`config.mk`:
```
export PLATFORM = sky130hd
export DESIGN_NAME = foobar_evt_fifo
export DESIGN_NICKNAME = d
export VERILOG_FILES = /design/src/rtl/foobar_evt_fifo.sv
export SDC_FILE = /design/constraint.sdc
export NUM_CORES = 1
export LEC_CHECK = 0
export CORE_ASPECT_RATIO = 0.9
export CORE_MARGIN = 4
export CORE_UTILIZATION = 60
export CTS_CLUSTER_SIZE = 28
export DETAILED_ROUTE_END_ITERATION = 6
export GPL_ROUTABILITY_DRIVEN = 0
export HOLD_SLACK_MARGIN = 0.15
export PLACE_DENSITY = 0.81
export RECOVER_POWER = 50
export SLEW_MARGIN = 20
export SYNTH_ARGS = -nofsm -noshare
export SYNTH_HDL_FRONTEND = slang
export SYNTH_SLANG_ARGS = --single-unit
```
`constraint.sdc`:
```
create_clock -name clk -period 9.16 [get_ports clk]
set_clock_uncertainty 0.2 [all_clocks]
set_input_delay 1.832 -clock clk [delete_from_list [all_inputs] [get_ports clk]]
set_output_delay 1.832 -clock clk [all_outputs]
set_load 0.05 [all_outputs]
```
`src/rtl/foobar_evt_fifo.sv`:
```
// foobar_evt_fifo
//   Captures foo/bar strobe events from the foobar counter stage.
//   Each event is stamped with a free-running timestamp and queued
//   in a small circular FIFO. The queue drains over valid/ready.
//
// Parameters
//   DEPTH : FIFO entries, power of two, 2..64
//   TS_W  : timestamp width
//
// Ports
//   clk, rst              : clock, asynchronous active-high reset
//   en                    : capture / timestamp enable
//   foo, bar              : event strobes
//   count_foo, count_bar  : counts sampled into each record
//   evt_valid, evt_ready  : drain handshake
//   evt_data              : head record {kind, count_foo, count_bar, ts}
//   level                 : occupied entries
//   drop_cnt              : records lost on a full FIFO
//
// Optional feature
//   FOOBAR_EVT_DROP_CNT_EN : build the saturating drop counter.
//                            Without it, drop_cnt is tied to 0.
module foobar_evt_fifo #(
    parameter int DEPTH = 8,
    parameter int TS_W  = 8
) (
    input  logic                      clk,
    input  logic                      rst,
    input  logic                      en,
    input  logic                      foo,
    input  logic                      bar,
    input  logic [7:0]                count_foo,
    input  logic [7:0]                count_bar,
    output logic                      evt_valid,
    input  logic                      evt_ready,
    output logic [18+TS_W-1:0]        evt_data,
    output logic [$clog2(DEPTH):0]    level,
    output logic [7:0]                drop_cnt
);
    localparam int AW = $clog2(DEPTH);

    typedef struct packed {
        logic [1:0]      kind;
        logic [7:0]      cnt_foo;
        logic [7:0]      cnt_bar;
        logic [TS_W-1:0] ts;
    } evt_t;

    logic [TS_W-1:0] ts;
    logic [AW-1:0]   wr_ptr;
    logic [AW-1:0]   rd_ptr;
    logic [AW:0]     cnt;
    evt_t            mem [DEPTH];
    evt_t            rec;

    logic push_req;
    logic full;
    logic pop;
    logic push;

    assign push_req = en & (foo | bar);
    assign full     = (cnt == (AW+1)'(DEPTH));
    assign pop      = evt_valid & evt_ready;
    // A full FIFO still accepts a push when the head leaves on the same edge.
    assign push     = push_req & (~full | pop);

    // kind is {bar, foo}, so 01/10/11 fall out directly; 00 cannot push.
    assign rec = '{kind: {bar, foo}, cnt_foo: count_foo, cnt_bar: count_bar, ts: ts};

    always_ff @(posedge clk or posedge rst) begin
        if (rst) begin
            ts <= '0;
        end else if (en) begin
            ts <= ts + 1'b1;
        end
    end

    // Pointers wrap naturally because DEPTH is a power of two.
    always_ff @(posedge clk or posedge rst) begin
        if (rst) begin
            wr_ptr <= '0;
            rd_ptr <= '0;
            cnt    <= '0;
        end else begin
            if (push) wr_ptr <= wr_ptr + 1'b1;
            if (pop)  rd_ptr <= rd_ptr + 1'b1;
            case ({push, pop})
                2'b10:   cnt <= cnt + 1'b1;
                2'b01:   cnt <= cnt - 1'b1;
                default: cnt <= cnt;
            endcase
        end
    end

    // Storage needs no reset; stale entries are masked by evt_valid.
    always_ff @(posedge clk) begin
        if (push) mem[wr_ptr] <= rec;
    end

    assign level     = cnt;
    assign evt_valid = (cnt != '0);
    assign evt_data  = evt_valid ? mem[rd_ptr] : '0;

`ifdef FOOBAR_EVT_DROP_CNT_EN
    logic       drop;
    logic [7:0] drop_q;

    assign drop = push_req & full & ~pop;

    always_ff @(posedge clk or posedge rst) begin
        if (rst) begin
            drop_q <= '0;
        end else if (drop && drop_q != 8'hFF) begin
            drop_q <= drop_q + 1'b1;
        end
    end

    assign drop_cnt = drop_q;
`else
    assign drop_cnt = 8'd0;
`endif

endmodule

```
After elaboration in Yosys (flattened, before gate mapping)
Memories as Yosys holds them, arrays and structs flattened.
Cells that the tools add are included.
{"block": "totals", "register_bits": 18, "ramBits": 208, "input_bits": 22, "out_inout_bits": 39, "word_cells": 25, "mem_count": 1}
{"memory": "mem", "depth": 8, "width": 26, "rd": 1, "rd_ports_with_merged_regs": 0, "write_ports": 1, "line": "53", "text": "evt_t mem [DEPTH];"}
{"block": "op_classes", "add_sub_neg": 5, "n_eq_ne": 3, "n_mux": 4, "bitwise_logic": 6, "n_reduce_logical": 2}
{"operator": "26-bit 2-to-1 mux", "count": 1}
{"operator": "8-bit by 1-bit adder with 8-bit output, second input constant", "count": 1}
{"operator": "4-bit case mux with 2 select lines", "count": 1}
{"operator": "3-bit by 1-bit adder with 3-bit output, second input constant", "count": 2}
{"operator": "4-bit by 1-bit adder with 4-bit output, second input constant", "count": 1}
{"operator": "4-bit == test, second input constant", "count": 1}
{"operator": "4-bit nonzero test", "count": 1}
{"operator": "4-bit by 1-bit subtractor with 4-bit output, second input constant", "count": 1}
{"operator": "1-bit AND", "count": 3}
{"operator": "2-bit by 1-bit == test with 1-bit output, second input constant", "count": 1}
{"operator": "2-bit == test, second input constant", "count": 1}
{"operator": "1-bit 2-to-1 mux", "count": 2}
{"operator": "1-bit bitwise OR", "count": 2}
{"operator": "2-bit nonzero test", "count": 1}
{"operator": "1-bit inverter", "count": 1}

Depth between registers and ports, before layout
Gate-level depths: netlist (run 1).
{"block": "depth", "depth_word": 6, "depth_mapped": 9, "ltp_nobuf": 8}

Worst setup path before layout (run 1)
No wires, ideal clock.
{"block": "synth_path", "path_kind": "input -> register", "from": "input port en", "to": "memory mem[4][0] (netlist bit) (enable)", "setup_ns": 0.447, "arrival_ns": 4.525, "required_time_ns": 8.513, "setup_slack_ns": 3.988, "cell_stages": 5, "path_buffers": 1, "cell_sequence": "clkbuf_1 o21a_1 o21a_2 nand2b_1 nor3b_1"}
{"block": "synth_between", "elab_chain_len": 4}
{"item": "from (decl)", "line": "29", "text": "input logic en,"}
{"item": "1-bit AND", "line": "61", "text": "assign push_req = en & (foo | bar);"}
{"item": "1-bit AND", "line": "65", "text": "assign push = push_req & (~full | pop);"}
{"item": "1-bit 2-to-1 mux", "line": "97", "text": "if (push) mem[wr_ptr] <= rec;"}
{"item": "1-bit 2-to-1 mux (not written as such)", "line": "97"}
{"item": "to (decl)", "line": "53"}
No other way between the ends.

Worst setup path in the final report (run 1)
{"block": "layout_path", "from": "register rd_ptr[1]", "to": "output port evt_data[3]"}
{"block": "layout_between", "elab_chain_len": 2}
{"item": "from (decl)", "line": "51", "text": "logic [AW-1:0] rd_ptr;"}
{"item": "from (signal assigned)", "line": "86", "text": "if (pop) rd_ptr <= rd_ptr + 1'b1;"}
{"item": "memory read 8 x 26 bit"}
{"item": "26-bit 2-to-1 mux", "line": "102", "text": "assign evt_data = evt_valid ? mem[rd_ptr] : '0;"}
{"item": "to (decl)", "line": "36", "text": "output logic [18+TS_W-1:0] evt_data,"}
No other way between the ends.

==> results.py, run 1 <==
metrics = {
    "status": {
        "status": "complete, no violations",
    },
    "timing": {
        "setup_viol": 0,
        "tightest_slew_ns": 1.07,
        "layout_setup_ws_ns": 4.02,
        "tns_ns": 0,
        "fmax_ghz": 0.195,
        "finalCriticalPeriod_ns": 5.14,
        "final_max_slew_viol_count": 0,
        "rsz0062_at_grt": "no",
        "period_share_pct": 56.1,
        "final-hold-violation-count": 0,
        "slew-limit-headroom_pct": 28.2,
    },
    "die": {
        "io_pins": 61,
        "die_width_um": 136,
        "coreArea_um2": 14300,
        "rows": 41,
        "initial_core_util_pct": 62.2,
        "die_area_um2": 16800,
        "die_height_um": 123,
    },
    "worst_setup_path": {
        "crit_arrival_ns": 3.11,
        "path_class": "flop to output port",
        "cp.required_ns": 7.13,
        "end_kind": "output port",
        "r2r_cells": 8,
        "path_max_fanout": 34,
        "crit_path_start_kind": "flop",
    },
    "detailed_routing": {
        "routed_wirelength_um": 16400,
        "drt_iter0_markers": 342,
        "vias": 4150,
        "drtPass1Iterations": 4,
        "vias_per_cell": 5.95,
        "drtAntennaViolNets": 0,
        "drc": 0,
        "wire_per_inst_um": 23.6,
    },
    "finish": {
        "mostFrequentLayoutCells": "208 x edfxtp_1, 52 x mux4_2, 31 x clkdlybuf4s50_1",
        "multi_input_area_um2": 2070,
        "syn2layout_area_growth_pct": 16.9,
        "n_antenna_cell": 0,
        "fillers": 852,
        "postLayoutCoreUtil_pct": 72.7,
        "layout-drive-gt1-share_pct": 21.6,
        "seq_area_um2": 6700,
        "layout_commonest_cell": "edfxtp_1",
        "nets": 517,
    },
    "clock_tree": {
        "cts_hold_buf": 0,
        "cts.sinks": 226,
        "clk_pin_slew_ns": 0.06,
        "cts_tree": "done",
        "htreeDepth": 1,
        "cts_made_buffers": 22,
        "cts_resized": 0,
        "clock_latency_ns": 0.50,
        "root_buffer": "clkbuf_16",
        "cts_setup_buffers": 0,
        "clockBufferDepth": 3,
    },
    "placed_design": {
        "portBuffers": 52,
        "hpwl_um": 9250,
        "dp_slack_ns": 4.14,
    },
    "yosys": {
        "yosys_warnings": 0,
        "synth_edf_count": 208,
        "synth_top_flop_cell": "edfxtp_1",
        "synthesis.area_um2": 8870,
        "async_flop_share_pct": 7.96,
        "ys_seq_area_share_pct": 75.5,
        "post_synth_num_cell_types": 33,
        "synth_seq_cells": 226,
        "syn_inst": 421,
        "syn_avg_cell_area_um2": 21.1,
    },
    "global_routing": {
        "track_usage_pct": 20.6,
        "grt_max_degree": 55,
        "overflow": 0,
        "antenna_found_initial": 0,
        "grt_pass1_wl_um": 25600,
        "grt_pass1_vias": 4428,
    },
    "worst_hold_path": {
        "hold_class": "flop to flop",
        "hold_depth": 1,
    },
    "power_and_ir_drop": {
        "combPwrFrac_pct": 37.6,
        "pwr-share-seq_pct": 39.1,
        "cellPowerDensity_nw_per_um2": 363,
        "design_power_total_mw": 3.76,
        "swShare_pct": 35.9,
        "p_int_mw": 2.41,
        "p_clk_share_pct": 23.2,
        "vdd_drop_max_mv": 0.238,
        "power_leakage_nw": 3.51,
        "switching_power_mw": 1.35,
    },
    "job": {
        "maxCapViolCount": 0,
    },
}
## final cells by class
class	instances	share of cell area, %
Clock buffer	32	5.86
Clock inverter	8	0.929
Inverter	5	0.181
Multi-Input combinational cell	170	20.0
Sequential cell	226	64.6
Tap cell	193	2.33
Timing Repair Buffer	64	6.08
## kinds of logic after synthesis
| kind of cell | after synthesis | synth area share, % |
|---|---|---|
| buffers and inverters | 32 | 1.79 |
| muxes | 84 | 17.0 |
| other | 1 | 0.0423 |
| adders and majority gates | 6 | 0.931 |
| and+or+nand+nor | 52 | 2.76 |
| xor gates and xnor gates | 14 | 1.38 |
| DFF | 226 | 75.5 |
| AOI/OAI and AO/OA | 6 | 0.663 |
## critical path: stages (launching register included)
cell and delay [ns]:
dfrtp_2 0.68, buf_4 0.51, mux4_2 0.40, mux2i_1 0.22, nor2_1 0.07, clkdlybuf4s50_1 0.71
## final timing paths
check | start | to | slack (ns)
min | wr_ptr[0]$_DFFE_PP0P_ | wr_ptr[0]$_DFFE_PP0P_ | 0.32
max in group asynchronous | rst | rd_ptr[0]$_DFFE_PP0P_ | 6.56
max reg2reg | level[0]$_DFFE_PP0P_ | level[3]$_DFFE_PP0P_ | 6.14
min reg2reg | wr_ptr[0]$_DFFE_PP0P_ | wr_ptr[0]$_DFFE_PP0P_ | 0.32
max | rd_ptr[1]$_DFFE_PP0P_ | evt_data[3] | 4.02
min in group asynchronous | rst | ts[3]$_DFFE_PP0P_ | 1.68
## flip-flops by register name, summed over array words and instances, names as in the netlist
register / count
level: 4
mem: 208
rd_ptr: 3
ts: 8
wr_ptr: 3
## synth_stat cells (2+ instances only)
master / instances / area [µm²]
nor2_1: 30 / 113
mux2i_1: 28 / 280
nor3_1: 2 / 10.0
xnor2_1: 9 / 78.8
nand4_1: 2 / 12.5
xor2_1: 5 / 43.8
nand3_1: 4 / 20.0
mux4_2: 52 / 1170
buf_1: 4 / 15.0
nor3b_1: 4 / 30.0
buf_2: 7 / 35.0
mux2_2: 2 / 22.5
mux2_4: 2 / 30.0
clkbuf_1: 8 / 30.0
buf_4: 8 / 60.1
dfrtp_1: 18 / 450
ha_1: 5 / 62.6
inv_1: 5 / 18.8
nand2_1: 5 / 18.8
edfxtp_1: 208 / 6250
## through the flow
stage          hold WS, ns  cells  area [µm²]
4_1_cts              0.315    697       10400
6_report             0.318    698       10400
5_1_grt              0.353    698       10400
2_1_floorplan        0.280    428        8900
3_5_place_dp         0.303    657        9650
3_3_place_gp         0.299    657        9650
## power groups by stage
stage | clock network, mW | registers, mW | logic (mW)
after global placement | 0 | 1.53 | 1.35
after floorplan | 0 | 1.44 | 1.04
after detailed placement | 0 | 1.54 | 1.37
after global routing | 0.935 | 1.49 | 1.50
after CTS | 0.891 | 1.53 | 1.38
final | 0.875 | 1.47 | 1.42
## per-layer routing
metal  track usage [%]  vias up  routed length [µm]
li1                  -     1815                   -
met4              4.85        0                 329
met5                 0        -                   0
met2              34.7      168                8440
met3              3.66       27                1230
met1              28.6     2140                6440
No activity file was read; power rests on OpenSTA's default activity.
==> run 2, diff against run 1 <==
--- a/config.mk
+++ b/config.mk
@@ -7,12 +7,12 @@
 export LEC_CHECK = 0
 export CORE_ASPECT_RATIO = 0.9
 export CORE_MARGIN = 4
-export CORE_UTILIZATION = 60
+export CORE_UTILIZATION = 53
 export CTS_CLUSTER_SIZE = 28
 export DETAILED_ROUTE_END_ITERATION = 6
 export GPL_ROUTABILITY_DRIVEN = 0
 export HOLD_SLACK_MARGIN = 0.15
-export PLACE_DENSITY = 0.81
+export PLACE_DENSITY = 0.76
 export RECOVER_POWER = 50
 export SLEW_MARGIN = 20
 export SYNTH_ARGS = -nofsm -noshare
==> constraint.sdc (replaced) <==
create_clock -name clk -period 4.7 [get_ports clk]
set_clock_uncertainty 0.2 [all_clocks]
set_input_delay 0.94 -clock clk [delete_from_list [all_inputs] [get_ports clk]]
set_output_delay 0.94 -clock clk [all_outputs]
set_load 0.05 [all_outputs]
==> results.py, run 2 (synthesis gave the netlist of run 1 again) <==
metrics = {
    "worst_setup_path": {
        "critPathMaxStageDelay_ns": 0.88,
        "reg2reg_from": "level[0]$_DFFE_PP0P_",
        "r2r_end": "level[3]$_DFFE_PP0P_",
        "rrSetupSlack_ns": 1.74,
        "path_max_fanout": 34,
        "end_kind": "output port",
        "r2r_cells": 8,
        "crit_cells": 5,
        "crit_family": "buffers and inverters",
        "path_class": "flop to output port",
        "crit_path_start_kind": "flop",
        "path_buf_inv": 2,
        "slowest_stage": "dfrtp_4",
        "path_cells": "buf_4 > mux4_2 > mux2i_1 > nor2_1 > clkdlybuf4s50_1",
        "cp.required_ns": 3.56,
        "crit_arrival_ns": 3.17,
    },
    "global_routing": {
        "track_usage_pct": 18.3,
        "grt_pass1_vias": 4380,
        "grt_pass1_wl_um": 25800,
        "overflow": 0,
        "grt_max_degree": 39,
        "antenna_found_initial": 0,
    },
    "timing": {
        "tightest_slew_ns": 0.855,
        "finalCriticalPeriod_ns": 4.31,
        "slew-limit-headroom_pct": 42.6,
        "whs_ns": 0.316,
        "final_max_slew_viol_count": 0,
        "rsz0062_at_grt": "no",
        "fmax_ghz": 0.232,
        "period_share_pct": 91.7,
        "tns_ns": 0,
        "setup_viol": 0,
        "final-hold-violation-count": 0,
    },
    "finish": {
        "nets": 528,
        "layout_commonest_cell": "edfxtp_1",
        "syn2layout_area_growth_pct": 17.6,
        "largest_reg_flops": 208,
        "regMostFlops": "mem",
        "mostFrequentLayoutCells": "208 x edfxtp_1, 52 x mux4_2, 31 x clkdlybuf4s50_1",
        "n_antenna_cell": 0,
        "postLayoutCoreUtil_pct": 64.0,
        "layout-drive-gt1-share_pct": 23.4,
    },
    "die": {
        "initial_core_util_pct": 54.4,
        "die_height_um": 131,
        "die_area_um2": 18900,
        "rows": 44,
        "coreArea_um2": 16300,
        "die_width_um": 144,
        "io_pins": 61,
    },
    "power_and_ir_drop": {
        "cellPowerDensity_nw_per_um2": 696,
        "power_leakage_nw": 3.55,
        "vdd_drop_max_mv": 0.627,
    },
    "placed_design": {
        "portBuffers": 52,
        "hpwl_um": 9560,
    },
    "clock_tree": {
        "cts_resized": 0,
        "cts.sinks": 226,
        "root_buffer": "clkbuf_16",
        "cts_made_buffers": 23,
        "cts_setup_buffers": 0,
        "clock_latency_ns": 0.49,
        "clk_pin_slew_ns": 0.06,
        "cts_hold_buf": 0,
        "clockBufferDepth": 3,
        "htreeDepth": 1,
        "cts_tree": "done",
    },
    "detailed_routing": {
        "highest_layer": "met4",
        "dr_wl_met3_um": 1100,
        "drtAntennaViolNets": 0,
        "routedLengthMet1_um": 6620,
        "drt_iter0_markers": 394,
        "met2_wirelength_um": 8270,
        "drtPass1Iterations": 6,
        "vias": 4140,
        "wire_per_inst_um": 22.5,
        "routed_wirelength_um": 16300,
        "vias_per_cell": 5.72,
        "drc": 0,
    },
    "worst_hold_path": {
        "hold_depth": 1,
        "hold_class": "flop to flop",
        "hold_end": "wr_ptr[0]$_DFFE_PP0P_",
        "min_from": "wr_ptr[0]$_DFFE_PP0P_",
    },
    "job": {
        "maxCapViolCount": 0,
    },
    "status": {
        "status": "complete, no violations",
    },
}
[run 2: cell count changes in the layout (fill, tap and decap cells not counted), sizes merged]
| cell | change |
|---|---|
| clkinv | +4 |
| clkinvlp | +1 |
| bufinv | -2 |
| inv | +1 |
| buf | +10 |
| clkbuf | -2 |
[run 2: area by class of cell]
| type | instances | area (µm²) |
|---|---|---|
| Sequential cell | 226 | 6700 |
| Fill cell | 1087 | 5860 |
| Multi-Input combinational cell | 170 | 2070 |
| Timing Repair Buffer | 74 | 711 |
| Clock buffer | 30 | 612 |
| Tap cell | 207 | 259 |
| Clock inverter | 12 | 58.8 |
| Inverter | 5 | 18.8 |
[run 2: layer usage]
metal  vias to the layer above  GRT usage [%]
met4                         0           3.89
met3                        25           2.87
met1                      2138           26.0
met2                       135           30.6
met5                         -              0
li1                       1842              -
[run 2: worst max path at each step]
stage / startpoint / to / slack, ns
2_1_floorplan: en / mem[4][0]$_DFFE_PP_ / 0.42
3_3_place_gp: rd_ptr[0]$_DFFE_PP0P_ / evt_data[2] / 0.88
3_5_place_dp: rd_ptr[0]$_DFFE_PP0P_ / evt_data[1] / 0.87
4_1_cts: rd_ptr[0]$_DFFE_PP0P_ / evt_data[1] / 0.32
5_1_grt: rd_ptr[0]$_DFFE_PP0P_ / evt_data[1] / 0.22
6_report: rd_ptr[0]$_DFFE_PP0P_ / evt_data[1] / 0.39
[run 2: stage by stage]
step	setup WS (ns)	instance area (µm²)	instances	total power, mW
floorplan	0.420	8900	428	4.82
global placement	0.878	9780	682	5.68
detailed placement	0.872	9780	682	5.74
CTS	0.320	10400	724	7.36
global route	0.222	10400	724	7.60
finish	0.390	10400	724	7.26
[run 2: worst register-to-register path: cells and delay by family (launching register included)]
kind                     cells  cell delay (ns)
flip-flops                   1             0.47
buffers and inverters        1             0.07
adder cells (fa/ha/maj)      1             0.27
AO/OA/AOI/OAI                3             1.20
multiplexers                 1             0.23
AND/OR/NAND/NOR              1             0.29
XOR/XNOR                     1             0.16
[run 2: power breakdown]
group | internal, mW | switching (mW) | total (mW)
sequential | 2.56 | 0.321 | 2.88
clock | 0.917 | 0.696 | 1.61
combinational | 1.16 | 1.61 | 2.76
total | 4.64 | 2.62 | 7.26
==> run 3, diff against run 2 <==
--- a/config.mk
+++ b/config.mk
@@ -5,6 +5,7 @@
 export SDC_FILE = /design/constraint.sdc
 export NUM_CORES = 1
 export LEC_CHECK = 0
+export CAP_MARGIN = 10
 export CORE_ASPECT_RATIO = 0.9
 export CORE_MARGIN = 4
 export CORE_UTILIZATION = 53
@@ -18,3 +19,4 @@
 export SYNTH_ARGS = -nofsm -noshare
 export SYNTH_HDL_FRONTEND = slang
 export SYNTH_SLANG_ARGS = --single-unit
+export TNS_END_PERCENT = 10
==> results of run 3 <==
The final DEF is identical to that of run 2; final timing and power are the same.
